## config.mk

```make
export PLATFORM = sky130hd
export DESIGN_NAME = alu_sweep_driver
export DESIGN_NICKNAME = d
export VERILOG_FILES = /design/src/rtl/alu_sweep_driver_pkg.sv /design/src/rtl/alu_sweep_driver_valid_pipe.sv /design/src/rtl/alu_sweep_driver.sv
export SDC_FILE = /design/constraint.sdc
export NUM_CORES = 1
export LEC_CHECK = 0
export ABC_CLOCK_PERIOD_IN_PS = 2350
export BUFFER_PORTS_ARGS = -buffer_cell sky130_fd_sc_hd__buf_2
export CORE_UTILIZATION = 53
export CTS_CLUSTER_DIAMETER = 30
export DETAILED_ROUTE_END_ITERATION = 8
export PLACE_DENSITY = 0.9
export SETUP_SLACK_MARGIN = 0.15
export SLEW_MARGIN = 0
export SYNTH_ARGS = -nofsm -noshare
export SYNTH_HDL_FRONTEND = slang
export SYNTH_SLANG_ARGS = --single-unit
```

## constraint.sdc

```tcl
create_clock -name clk -period 2.35 [get_ports clk]
set_input_delay 0.235 -clock clk [delete_from_list [all_inputs] [get_ports clk]]
set_output_delay 0.235 -clock clk [all_outputs]
set_load 0.005 [all_outputs]
```

## src/rtl/alu_sweep_driver_pkg.sv

```systemverilog
// alu_sweep_driver_pkg
// Shared definitions for the ALU sweep driver:
//   sweep_state_e  - sweep controller states
//   FLAG_*         - bit positions inside alu_flags
//   SIG_W / RES_W  - signature width and the result field width inside it
//   CNT_SAT        - value at which the flag counters stop
//   sat_inc()      - saturating increment for the flag counters
package alu_sweep_driver_pkg;

    typedef enum logic [1:0] {
        IDLE  = 2'd0,
        DRIVE = 2'd1,
        DRAIN = 2'd2,
        DONE  = 2'd3
    } sweep_state_e;

    localparam int FLAG_CARRY = 0;
    localparam int FLAG_ZERO  = 1;
    localparam int FLAG_NEG   = 2;
    localparam int FLAG_OVF   = 3;

    localparam int SIG_W = 16;
    // The flags occupy the top nibble of the signature term; the result is
    // zero-extended into the remaining bits.
    localparam int RES_W = SIG_W - 4;

    localparam logic [15:0] CNT_SAT = 16'hFFFF;

    function automatic logic [15:0] sat_inc(input logic [15:0] v);
        return (v == CNT_SAT) ? v : v + 16'd1;
    endfunction

endpackage

```

## src/rtl/alu_sweep_driver_valid_pipe.sv

```systemverilog
// sweep_valid_pipe
// LAT-deep shift register marking which cycles carry a harness result that
// belongs to a driven vector.
// Ports:
//   i_clk, i_reset  clock, synchronous active-low reset (empties the line)
//   i_valid         a vector is being driven this cycle
//   o_valid         the result of a vector driven LAT cycles ago is present
//   o_last          no entry other than the oldest stage is occupied, so the
//                   line is empty after this cycle if nothing new enters
module sweep_valid_pipe #(
    parameter int LAT = 2
) (
    input  logic i_clk,
    input  logic i_reset,
    input  logic i_valid,
    output logic o_valid,
    output logic o_last
);

    localparam logic [LAT-1:0] ALL_ONES  = '1;
    localparam logic [LAT-1:0] HEAD_MASK = ALL_ONES >> 1;

    logic [LAT-1:0] r_pipe;

    generate
        if (LAT == 1) begin : g_single
            always_ff @(posedge i_clk) begin
                if (!i_reset) r_pipe <= '0;
                else          r_pipe <= i_valid;
            end
        end else begin : g_shift
            always_ff @(posedge i_clk) begin
                if (!i_reset) r_pipe <= '0;
                else          r_pipe <= {r_pipe[LAT-2:0], i_valid};
            end
        end
    endgenerate

    assign o_valid = r_pipe[LAT-1];
    assign o_last  = ((r_pipe & HEAD_MASK) == '0);

endmodule

```

## src/rtl/alu_sweep_driver.sv

```systemverilog
// alu_sweep_driver
// Drives an exhaustive (A,B) operand sweep into an external ALU harness and
// folds each returned result/flag set into a rotating signature plus
// saturating carry/zero counters.
// Ports:
//   clk, reset             clock, synchronous active-low reset
//   start, op_sel          sweep request (IDLE only) and opcode to sweep
//   A_out, B_out, Sel_out  vector driven to the harness
//   alu_result, alu_flags  harness response, valid LAT cycles after a vector
//   busy, done             busy in DRIVE/DRAIN, one-cycle done pulse
//   signature              rotate-xor checksum of captured responses
//   carry_count, zero_count  saturating counts of captures with that flag
// Build option: ALU_SWEEP_ALL_OPS_EN sweeps Sel_out 0..15 and ignores op_sel.
//
// state | meaning
// IDLE  | waiting for start; outputs hold last sweep's values
// DRIVE | one operand pair per cycle, B fastest
// DRAIN | no new vectors; collecting in-flight results
// DONE  | single-cycle completion pulse, busy low
module alu_sweep_driver
    import alu_sweep_driver_pkg::*;
#(
    parameter int N   = 4,
    parameter int LAT = 2
) (
    input  logic             clk,
    input  logic             reset,
    input  logic             start,
    input  logic [3:0]       op_sel,
    output logic [N-1:0]     A_out,
    output logic [N-1:0]     B_out,
    output logic [3:0]       Sel_out,
    input  logic [N-1:0]     alu_result,
    input  logic [3:0]       alu_flags,
    output logic             busy,
    output logic             done,
    output logic [SIG_W-1:0] signature,
    output logic [15:0]      carry_count,
    output logic [15:0]      zero_count
);

    localparam logic [2*N-1:0] AB_ONE = {{(2*N-1){1'b0}}, 1'b1};

    sweep_state_e     r_state;
    sweep_state_e     w_next_state;
    logic [N-1:0]     r_a;
    logic [N-1:0]     r_b;
    logic [3:0]       r_sel;
    logic [SIG_W-1:0] r_sig;
    logic [15:0]      r_carry_cnt;
    logic [15:0]      r_zero_cnt;

    logic             w_accept;
    logic             w_issue;
    logic             w_ab_wrap;
    logic             w_last_vec;
    logic             w_cap;
    logic             w_drain_last;
    logic [2*N-1:0]   w_ab_inc;
    logic [SIG_W-1:0] w_sig_next;

    assign w_accept  = (r_state == IDLE) && start;
    assign w_issue   = (r_state == DRIVE);
    assign w_ab_wrap = (r_a == '1) && (r_b == '1);
`ifdef ALU_SWEEP_ALL_OPS_EN
    assign w_last_vec = w_ab_wrap && (r_sel == 4'hF);
`else
    assign w_last_vec = w_ab_wrap;
`endif
    // A and B form one counter with B in the low half, so B runs fastest.
    assign w_ab_inc   = {r_a, r_b} + AB_ONE;
    assign w_sig_next = {r_sig[SIG_W-2:0], r_sig[SIG_W-1]}
                        ^ {alu_flags, RES_W'(alu_result)};

    sweep_valid_pipe #(
        .LAT(LAT)
    ) u_valid_pipe (
        .i_clk   (clk),
        .i_reset (reset),
        .i_valid (w_issue),
        .o_valid (w_cap),
        .o_last  (w_drain_last)
    );

    always_ff @(posedge clk) begin
        if (!reset) r_state <= IDLE;
        else        r_state <= w_next_state;
    end

    always_comb begin
        w_next_state = r_state;
        busy         = 1'b0;
        done         = 1'b0;
        case (r_state)
            IDLE: begin
                if (start) w_next_state = DRIVE;
            end
            DRIVE: begin
                busy = 1'b1;
                if (w_last_vec) w_next_state = DRAIN;
            end
            DRAIN: begin
                busy = 1'b1;
                if (w_drain_last) w_next_state = DONE;
            end
            DONE: begin
                done         = 1'b1;
                w_next_state = IDLE;
            end
            default: w_next_state = IDLE;
        endcase
    end

    always_ff @(posedge clk) begin
        if (!reset) begin
            r_a         <= '0;
            r_b         <= '0;
            r_sel       <= '0;
            r_sig       <= '0;
            r_carry_cnt <= '0;
            r_zero_cnt  <= '0;
        end else if (w_accept) begin
            r_a         <= '0;
            r_b         <= '0;
`ifdef ALU_SWEEP_ALL_OPS_EN
            r_sel       <= 4'h0;
`else
            r_sel       <= op_sel;
`endif
            r_sig       <= '0;
            r_carry_cnt <= '0;
            r_zero_cnt  <= '0;
        end else begin
            // The final vector stays on the bus through DRAIN and beyond.
            if (w_issue && !w_last_vec) begin
                {r_a, r_b} <= w_ab_inc;
`ifdef ALU_SWEEP_ALL_OPS_EN
                if (w_ab_wrap) r_sel <= r_sel + 4'd1;
`endif
            end
            if (w_cap) begin
                r_sig <= w_sig_next;
                if (alu_flags[FLAG_CARRY]) r_carry_cnt <= sat_inc(r_carry_cnt);
                if (alu_flags[FLAG_ZERO])  r_zero_cnt  <= sat_inc(r_zero_cnt);
            end
        end
    end

    assign A_out       = r_a;
    assign B_out       = r_b;
    assign Sel_out     = r_sel;
    assign signature   = r_sig;
    assign carry_count = r_carry_cnt;
    assign zero_count  = r_zero_cnt;

endmodule

```

Word-level counts from Yosys, hierarchy flattened
Cells that the tools add are included.

Reductions and logical operators: 11. $add $sub $neg: 3. Bitwise gates (word level): 4. Equality and inequality tests: 10. Mux-type cells: 6.

Operators by type and width (number): adder 16 x 1 -> 16 bit, second input constant (2); equality test 16 bit, second input constant (2); XOR 16 bit (1); AND reduction 3 bit (3); adder 8 x 1 -> 8 bit, second input constant (1); equality test 4 bit, second input constant (2); one-hot mux 2 bit (4 select lines) (1); two-way mux 2 bit (3); equality test 2 bit, second input constant (2); zero test 2 bit (2); != test 2 bit, second input constant (2); OR reduction 2 bit (2); logical AND 1 bit (3); inverter 1 bit (3); equality test 2 x 1 -> 1 bit, second input constant (1); two-way mux 1 bit (2); != test 2 x 1 -> 1 bit, second input constant (1); zero test 1 bit (1).

Register bits: 64. Logic and storage cells: 42. Output and inout port bits: 62. Input bits: 15.

Longest topological paths before layout
Gate-level depths: netlist of run 1.

Depth after elaboration: 4. Gate-level depth with buffers: 9. Mapped depth without buffers: 6.

By module
Synthesis of run 1 repeated with hierarchy kept, for this count alone.

Cells, all modules: 338. Area total of the unflattened synthesis: 2952.8 µm².

Modules (own cells, without submodules): alu_sweep_driver (area an instance 2896.5 µm², times used 1, cells each 333, seq. area each 1241.2 µm²); sweep_valid_pipe (area an instance 56.3 µm², times used 1, cells each 5, seq. area each 40.0 µm²).

Worst setup path before layout of run 1
OpenSTA, ideal clock, no wires.

Path kind: reg-to-reg. Start point: reg r_state[0]. End point: reg r_a[0] (netlist: A_out[0]). Buffers on the path: 4. Clock period less this slack: 1810 ps. Setup time: 128 ps. Required time: 2222 ps. Stages on the path, launching flop included: 9. Arrival time: 1683 ps. Slack: 540 ps. Cells stage by stage: dfxtp_1 inv_1 ha_1 clkbuf_1 a21bo_1 clkbuf_1 buf_2 buf_1 nor2_1.

Word-level cells in the longest chain between the ends: 3. Elaborated cells between the ends (all ways): 5. Those cells by class: 1 x eq/ne; 4 x reduce/logical.

Ends and longest elaborated chain: start, declared (RTL line alu_sweep_driver.sv:44) `sweep_state_e r_state;`; start signal, assigned (RTL line alu_sweep_driver.sv:87) `else r_state <= w_next_state;`; zero test 2 bit (RTL line alu_sweep_driver.sv:62) `assign w_accept = (r_state == IDLE) && start;`; logical AND 1 bit (RTL line alu_sweep_driver.sv:62); OR reduction 2 bit (no line); end signal, assigned (RTL line alu_sweep_driver.sv:136) `{r_a, r_b} <= w_ab_inc;`; end, declared (RTL line alu_sweep_driver.sv:46) `logic [N-1:0] r_a;`.

Several ways; a longest one is shown, not always the timed one. A chain may end at the register's enable or synchronous reset.

Worst setup path in the final report of run 1
Start point: reg r_carry_cnt[0] (netlist: carry_count[0]). End point: reg r_carry_cnt[12] (netlist: carry_count[12]).

Word-level cells in the longest chain between the ends: 3. Elaborated cells between the ends (all ways): 4. Those cells by class: 1 x add/sub; 1 x eq/ne; 1 x bitwise; 1 x reduce/logical.

Ends and longest elaborated chain: start, declared (RTL line alu_sweep_driver.sv:50) `logic [15:0] r_carry_cnt;`; start signal, assigned (RTL line alu_sweep_driver.sv:143) `if (alu_flags[FLAG_CARRY]) r_carry_cnt <= sat_inc(r_carry_cnt);`; branches (longest 3 deep; another with adder 16 x 1 -> 16 bit).

Several ways; the timed one is not identified.

==> results.py, run 1 <==
metrics = {
    "clock_network": {
        "ctsHoldBuffers": 0,
        "ctsResizeCount": 0,
        "cts_tree": "yes",
        "htreeDepth": 3,
        "cts_buffers": 9,
        "cts.reportedPaths.clkPinSlew_ns": 0.07,
        "postCtsSetupRepairBufs": 0,
        "cts-root-buf": "clkbuf_8",
        "clock_latency_ns": 0.34,
        "ctsLongestPathBuffers": 2,
        "cts_sinks": 64,
    },
    "logic_synthesis": {
        "avgSynthCellArea_sq_um": 8.56,
        "synthTopCellsByArea": "dfxtp_1 (41%), a21oi_1 (4.8%), nand3_1 (3.8%)",
        "synth_seq_area_share": 0.409,
        "synth_edf_count": 0,
        "async_flop_share": 0,
        "synth_nets": 389,
        "synth_seq_cells": 64,
        "syn_area_sq_um": 3130,
        "synthCells": 366,
        "ys.warnings.count": 0,
        "synthFlopType": "dfxtp_1",
        "synth_cell_types": 48,
        "yosys.area.top_type": "dfxtp_1",
        "synth_top_area_share": 0.409,
    },
    "power_and_ir_drop": {
        "leakage_nw": 1.46,
        "power_density_nw_per_um2": 729,
        "power_mw": 2.72,
        "vdd_ir_drop_max_v": 0.000661,
    },
    "placement": {
        "dp_hpwl_mm": 5.22,
        "port_buffers": 76,
        "placed_cell_area_sq_um": 3530,
        "gp_congestion": 0.934,
    },
    "worst_setup_path": {
        "crit_arrival_ns": 2.22,
        "crit_slowest_cell": "or4b_1",
        "worstPathMaxFanout": 7,
        "critical_path.startpoint_type": "flop",
        "worstPathCellList": "ha_1 > nand3_1 > nor3_1 > or4b_1 > a21oi_1",
        "path_class": "reg2reg",
        "path_buf_inv": 0,
        "critPathMaxStageDelay_ns": 0.49,
        "worstSetupEndpointType": "flop",
        "path_delay_family": "simple AND/OR/NAND/NOR gates",
        "required_ns": 2.63,
    },
    "route": {
        "final_antenna_net_count": 0,
        "vias_per_cell": 6.02,
        "drt_wl_total_mm": 7.42,
        "via_count": 3074,
        "drtIter0Drc": 196,
        "drc": 0,
        "dr.pass1.iters": 5,
        "wl_per_cell_um": 14.5,
    },
    "die": {
        "core-area_sq_um": 5610,
        "start_util": 0.559,
        "row_count": 27,
        "pin_count": 77,
        "fp.dieH_um": 78.9,
        "fp.dieArea_sq_um": 6220,
        "die_w_um": 78.9,
    },
    "sta": {
        "fin_crit_sh": 0.829,
        "worst_pin_slew_ns": 0.647,
        "relSlewSlack": 0.565,
        "tns_ns": 0,
        "finalHoldViolations": 0,
        "max_freq_mhz": 513,
        "finalCriticalPeriod_ns": 1.95,
        "slew_violations": 0,
        "finalClockSkew_ns": 0.00889,
        "grt_setup_unrepaired": "false",
        "final-setup-viol-count": 0,
    },
    "grt": {
        "grt_overflow_total": 0,
        "grt_usage": 0.248,
        "grt_pass1_vias": 2703,
        "grt_pass1_wl_mm": 12.2,
        "antenna_found_initial": 0,
        "grt_start_max_net_pins": 27,
    },
    "finish": {
        "final_util": 0.666,
        "antenna_cells": 0,
        "final_cell_area_sq_um": 3730,
        "nets": 458,
        "syn_to_final_growth_pct": 19.1,
        "drive_above_1_share": 0.232,
    },
    "run": {
        "drv_cap": 0,
    },
    "hold_path": {
        "hp-class": "in2reg",
    },
    "run_status": {
        "status": "finished, final reports clean",
    },
}
[stage by stage]
| step | hold WS [ns] | instances | worst slack (ns) |
|---|---|---|---|
| after floorplan | 0.362 | 366 | 0.540 |
| after global placement | 0.446 | 496 | 0.563 |
| after detailed placement | 0.449 | 496 | 0.465 |
| after CTS | 0.140 | 511 | 0.433 |
| after global routing | 0.168 | 511 | 0.257 |
| final | 0.153 | 511 | 0.401 |
[final timing paths]
| path | from | endpoint | slack, ns | depth (start not counted) |
|---|---|---|---|---|
| max reg2reg | carry_count[0] | carry_count[12] | 0.40 | 5 |
| min reg2reg | Sel_out[0] | Sel_out[0] | 0.46 | 2 |
| min | op_sel[0] | Sel_out[0] | 0.15 | 3 |
| max | carry_count[0] | carry_count[12] | 0.40 | 5 |
[placed cells by master (no fill, tap or decap), types with 12 or more instances in the layout]
master    instances
a21oi_1          30
buf_2            76
clkbuf_8         12
dfxtp_1          64
nand2_1          26
nand3_1          24
nand4_1          15
nor2_1           29
o21ai_0          14
or4_1            12
[metal layers]
metal / vias up / track usage / share of wire
met2: 117 / 0.411 / 0.49
li1: 1518 / - / -
met3: 14 / 0.0609 / 0.068
met5: - / 0 / 0
met4: 0 / 0.109 / 0.014
met1: 1425 / 0.305 / 0.43
[cells by family (layout without fill, tap and decap cells)]
| family | Yosys count | after routing | share of synthesized area |
|---|---|---|---|
| and+or+nand+nor | 152 | 152 | 0.267 |
| AOI/OAI and AO/OA | 88 | 88 | 0.177 |
| DFF | 64 | 64 | 0.409 |
| buffers and inverters | 32 | 105 | 0.0495 |
| xor gates and xnor gates | 13 | 13 | 0.0363 |
| muxes | 9 | 9 | 0.0288 |
| adders and majority gates | 8 | 8 | 0.0320 |
[synthesized netlist by cell type (4+ instances only)]
cell / count
and2_1: 4
a211oi_1: 11
dfxtp_1: 64
buf_4: 8
nand3_1: 24
o21ai_0: 14
clkbuf_1: 12
nor2_1: 29
and3_1: 6
buf_2: 4
xor2_1: 4
or3_1: 9
and4_1: 5
nand2_1: 26
ha_1: 8
xnor2_1: 9
inv_1: 7
o31ai_1: 8
or4_1: 12
a21oi_1: 30
a31oi_1: 5
nor3_1: 7
mux2i_1: 9
nand4_1: 15
o41ai_1: 4
[registers in the layout, summed over array words and instances (netlist names)]
name and flops:
carry_count 16, A_out 4, signature 16, B_out 4, zero_count 16, r_state 2, Sel_out 4, u_valid_pipe.r_pipe 2
[power by group]
| part | total, mW | switching [mW] | internal, mW |
|---|---|---|---|
| registers | 1.21 | 0.0587 | 1.15 |
| logic | 0.540 | 0.326 | 0.214 |
| clock network | 0.975 | 0.408 | 0.567 |
[worst register-to-register path, stage by stage, from the launching register on]
cell	delay, ns
dfxtp_1	0.45
ha_1	0.24
nand3_1	0.17
nor3_1	0.39
or4b_1	0.49
a21oi_1	0.15
[final cells by class]
class / instances / area (sq um)
clock buffer: 12 / 165
clock inverter: 3 / 40.0
fill: 481 / 1880
inverter: 7 / 26.3
multi-input combinational: 270 / 1700
sequential: 64 / 1280
tap: 72 / 90.1
timing repair buffer: 83 / 433
No activity file was read; power rests on OpenSTA's default activity.
==> run 2, diff against run 1 <==
- ABC_CLOCK_PERIOD_IN_PS: 2350 -> 1800
- clock period: 2.35 -> 1.8 ns (I/O delays scaled with it)
==> run 2 against run 1 <==
Clock power is 43% higher. Critical path depth decreased by 1. Sequential power is 31% higher. Maximum frequency up 16%. Sequential cell count unchanged. Critical endpoint is now zero_count[13]. Worst setup slack got worse by 0.28 ns. Die area unchanged. Via count up 7.2%. Final cell count is 5.9% higher. Highest routed layer unchanged. Power increased by 39%. Sequential share of layout area fell by 2.5 points.
==> results.py, run 2 (synthesis results as in run 1) <==
metrics = {
    "placement": {
        "port_buffers": 76,
        "place_ws_ns": 0.0157,
        "gp_congestion": 0.896,
        "dp_hpwl_mm": 5.58,
    },
    "worst_setup_path": {
        "required_ns": 2.07,
        "crit_slowest_cell": "or4_4",
        "critical_path.startpoint_type": "flop",
        "worstSetupEndpointType": "flop",
        "critPathMaxStageDelay_ns": 0.55,
        "worstPathCellList": "nand2_2 > or4_4 > or4_1 > a21oi_1",
        "path_buf_inv": 0,
        "crit_arrival_ns": 1.95,
        "path_delay_family": "simple AND/OR/NAND/NOR gates",
        "r2r_slack_ns": 0.12,
        "worstPathMaxFanout": 7,
        "path_class": "reg2reg",
    },
    "finish": {
        "antenna_cells": 0,
        "regArea_sq_um": 1330,
        "drive_above_1_share": 0.384,
        "multi_input_area_sq_um": 1860,
        "layout_commonest_cell": "buf_2",
        "fillers": 411,
        "final_cell_mix": "buf_2 (77), dfxtp_1 (42), buf_4 (33), nor2_1 (29), a21oi_1 (27)",
        "syn_to_final_growth_pct": 33.7,
        "nets": 487,
    },
    "power_and_ir_drop": {
        "power_mw": 3.78,
        "vdd_ir_drop_max_v": 0.00112,
        "power_density_nw_per_um2": 902,
        "leakage_nw": 1.64,
    },
    "clock_network": {
        "ctsLongestPathBuffers": 2,
        "cts.reportedPaths.clkPinSlew_ns": 0.07,
        "cts_tree": "yes",
        "htreeDepth": 3,
        "cts_sinks": 64,
        "cts_buffers": 9,
        "clock_latency_ns": 0.34,
        "cts-root-buf": "clkbuf_8",
    },
    "sta": {
        "fin_crit_sh": 0.931,
        "max_freq_mhz": 597,
        "finalWorstSetupSlack_ns": 0.124,
        "finalClockSkew_ns": 0.00548,
        "worst_pin_slew_ns": 0.342,
        "slew_violations": 0,
        "final-setup-viol-count": 0,
        "finalHoldViolations": 0,
        "finalCriticalPeriod_ns": 1.68,
        "grt_setup_unrepaired": "true",
        "tns_ns": 0,
        "relSlewSlack": 0.769,
    },
    "grt": {
        "grt_pass1_wl_mm": 13.5,
        "grt_pass1_vias": 2923,
        "grt_overflow_total": 0,
        "grt_start_max_net_pins": 25,
        "grt_usage": 0.273,
        "antenna_found_initial": 0,
    },
    "die": {
        "row_count": 27,
        "start_util": 0.559,
        "pin_count": 77,
        "core-area_sq_um": 5610,
        "fp.dieArea_sq_um": 6220,
        "die_w_um": 78.9,
        "fp.dieH_um": 78.9,
    },
    "route": {
        "drt_wl_total_mm": 8.70,
        "wl_per_cell_um": 16.1,
        "final_antenna_net_count": 0,
        "via_count": 3295,
        "vias_per_cell": 6.09,
        "dr.pass1.iters": 5,
        "drtIter0Drc": 165,
        "drc": 0,
    },
    "run_status": {
        "status": "finished, final reports clean",
    },
    "run": {
        "drv_cap": 0,
    },
    "hold_path": {
        "hp-class": "in2reg",
    },
}
[run 2: cell types whose count changed in the layout (fill, tap and decap cells not counted), sizes merged]
cell	before	now
buf	83	112
bufinv	1	2
clkbuf	12	11
clkinv	2	1
clkinvlp	0	2
[run 2: tightest hold or removal path, cell delays in order]
cell and delay [ns]:
buf_2 0.10, nand3_1 0.05, a21oi_1 0.05
[run 2: metrics by stage]
| step | cell area, sq um | util | std cells | hold WS, ns |
|---|---|---|---|---|
| after CTS | 4020 | 0.716 | 532 | 0.0751 |
| after global routing | 4190 | 0.747 | 541 | 0.0916 |
| after global placement | 3670 | 0.655 | 511 | 0.435 |
| after detailed placement | 3670 | 0.655 | 511 | 0.439 |
| final | 4190 | 0.747 | 541 | 0.0834 |
| after floorplan | 3190 | - | 366 | 0.307 |
[run 2: timing repair]
item                       in CTS  in global routing
buffers inserted                5                  8
setup endpoints to repair      15                 33
hold endpoints to repair        0                  0
gates resized for setup        27                 35
hold buffers                    0                  0
cloned                          0                  1
pin swaps                       7                 12
[run 2: layout make-up]
class | instances | share of cell area
Clock inverter | 5 | 0.0191
Clock buffer | 11 | 0.0337
Tap cell | 72 | 0.0215
Multi-Input combinational cell | 270 | 0.445
Inverter | 7 | 0.00627
Timing Repair Buffer | 112 | 0.156
Sequential cell | 64 | 0.318
[run 2: worst paths after layout]
| check | from | to | cells past startpoint |
|---|---|---|---|
| setup reg to reg | u_valid_pipe.r_pipe[1] | zero_count[13] | 4 |
| hold / removal | op_sel[0] | Sel_out[0] | 3 |
| hold reg to reg | Sel_out[0] | Sel_out[0] | 2 |
| setup / recovery | u_valid_pipe.r_pipe[1] | zero_count[13] | 4 |
[run 2: metal layers]
layer,GRT usage,up-vias,wire (um)
li1,-,1566,-
met1,0.337,1563,3550
met2,0.451,138,4350
met3,0.0747,28,542
met4,0.109,0,250
met5,0,-,0
[run 2: where the power goes]
group          internal [mW]  switching, mW
Sequential              1.50         0.0816
Combinational          0.325          0.485
Clock                  0.815          0.574
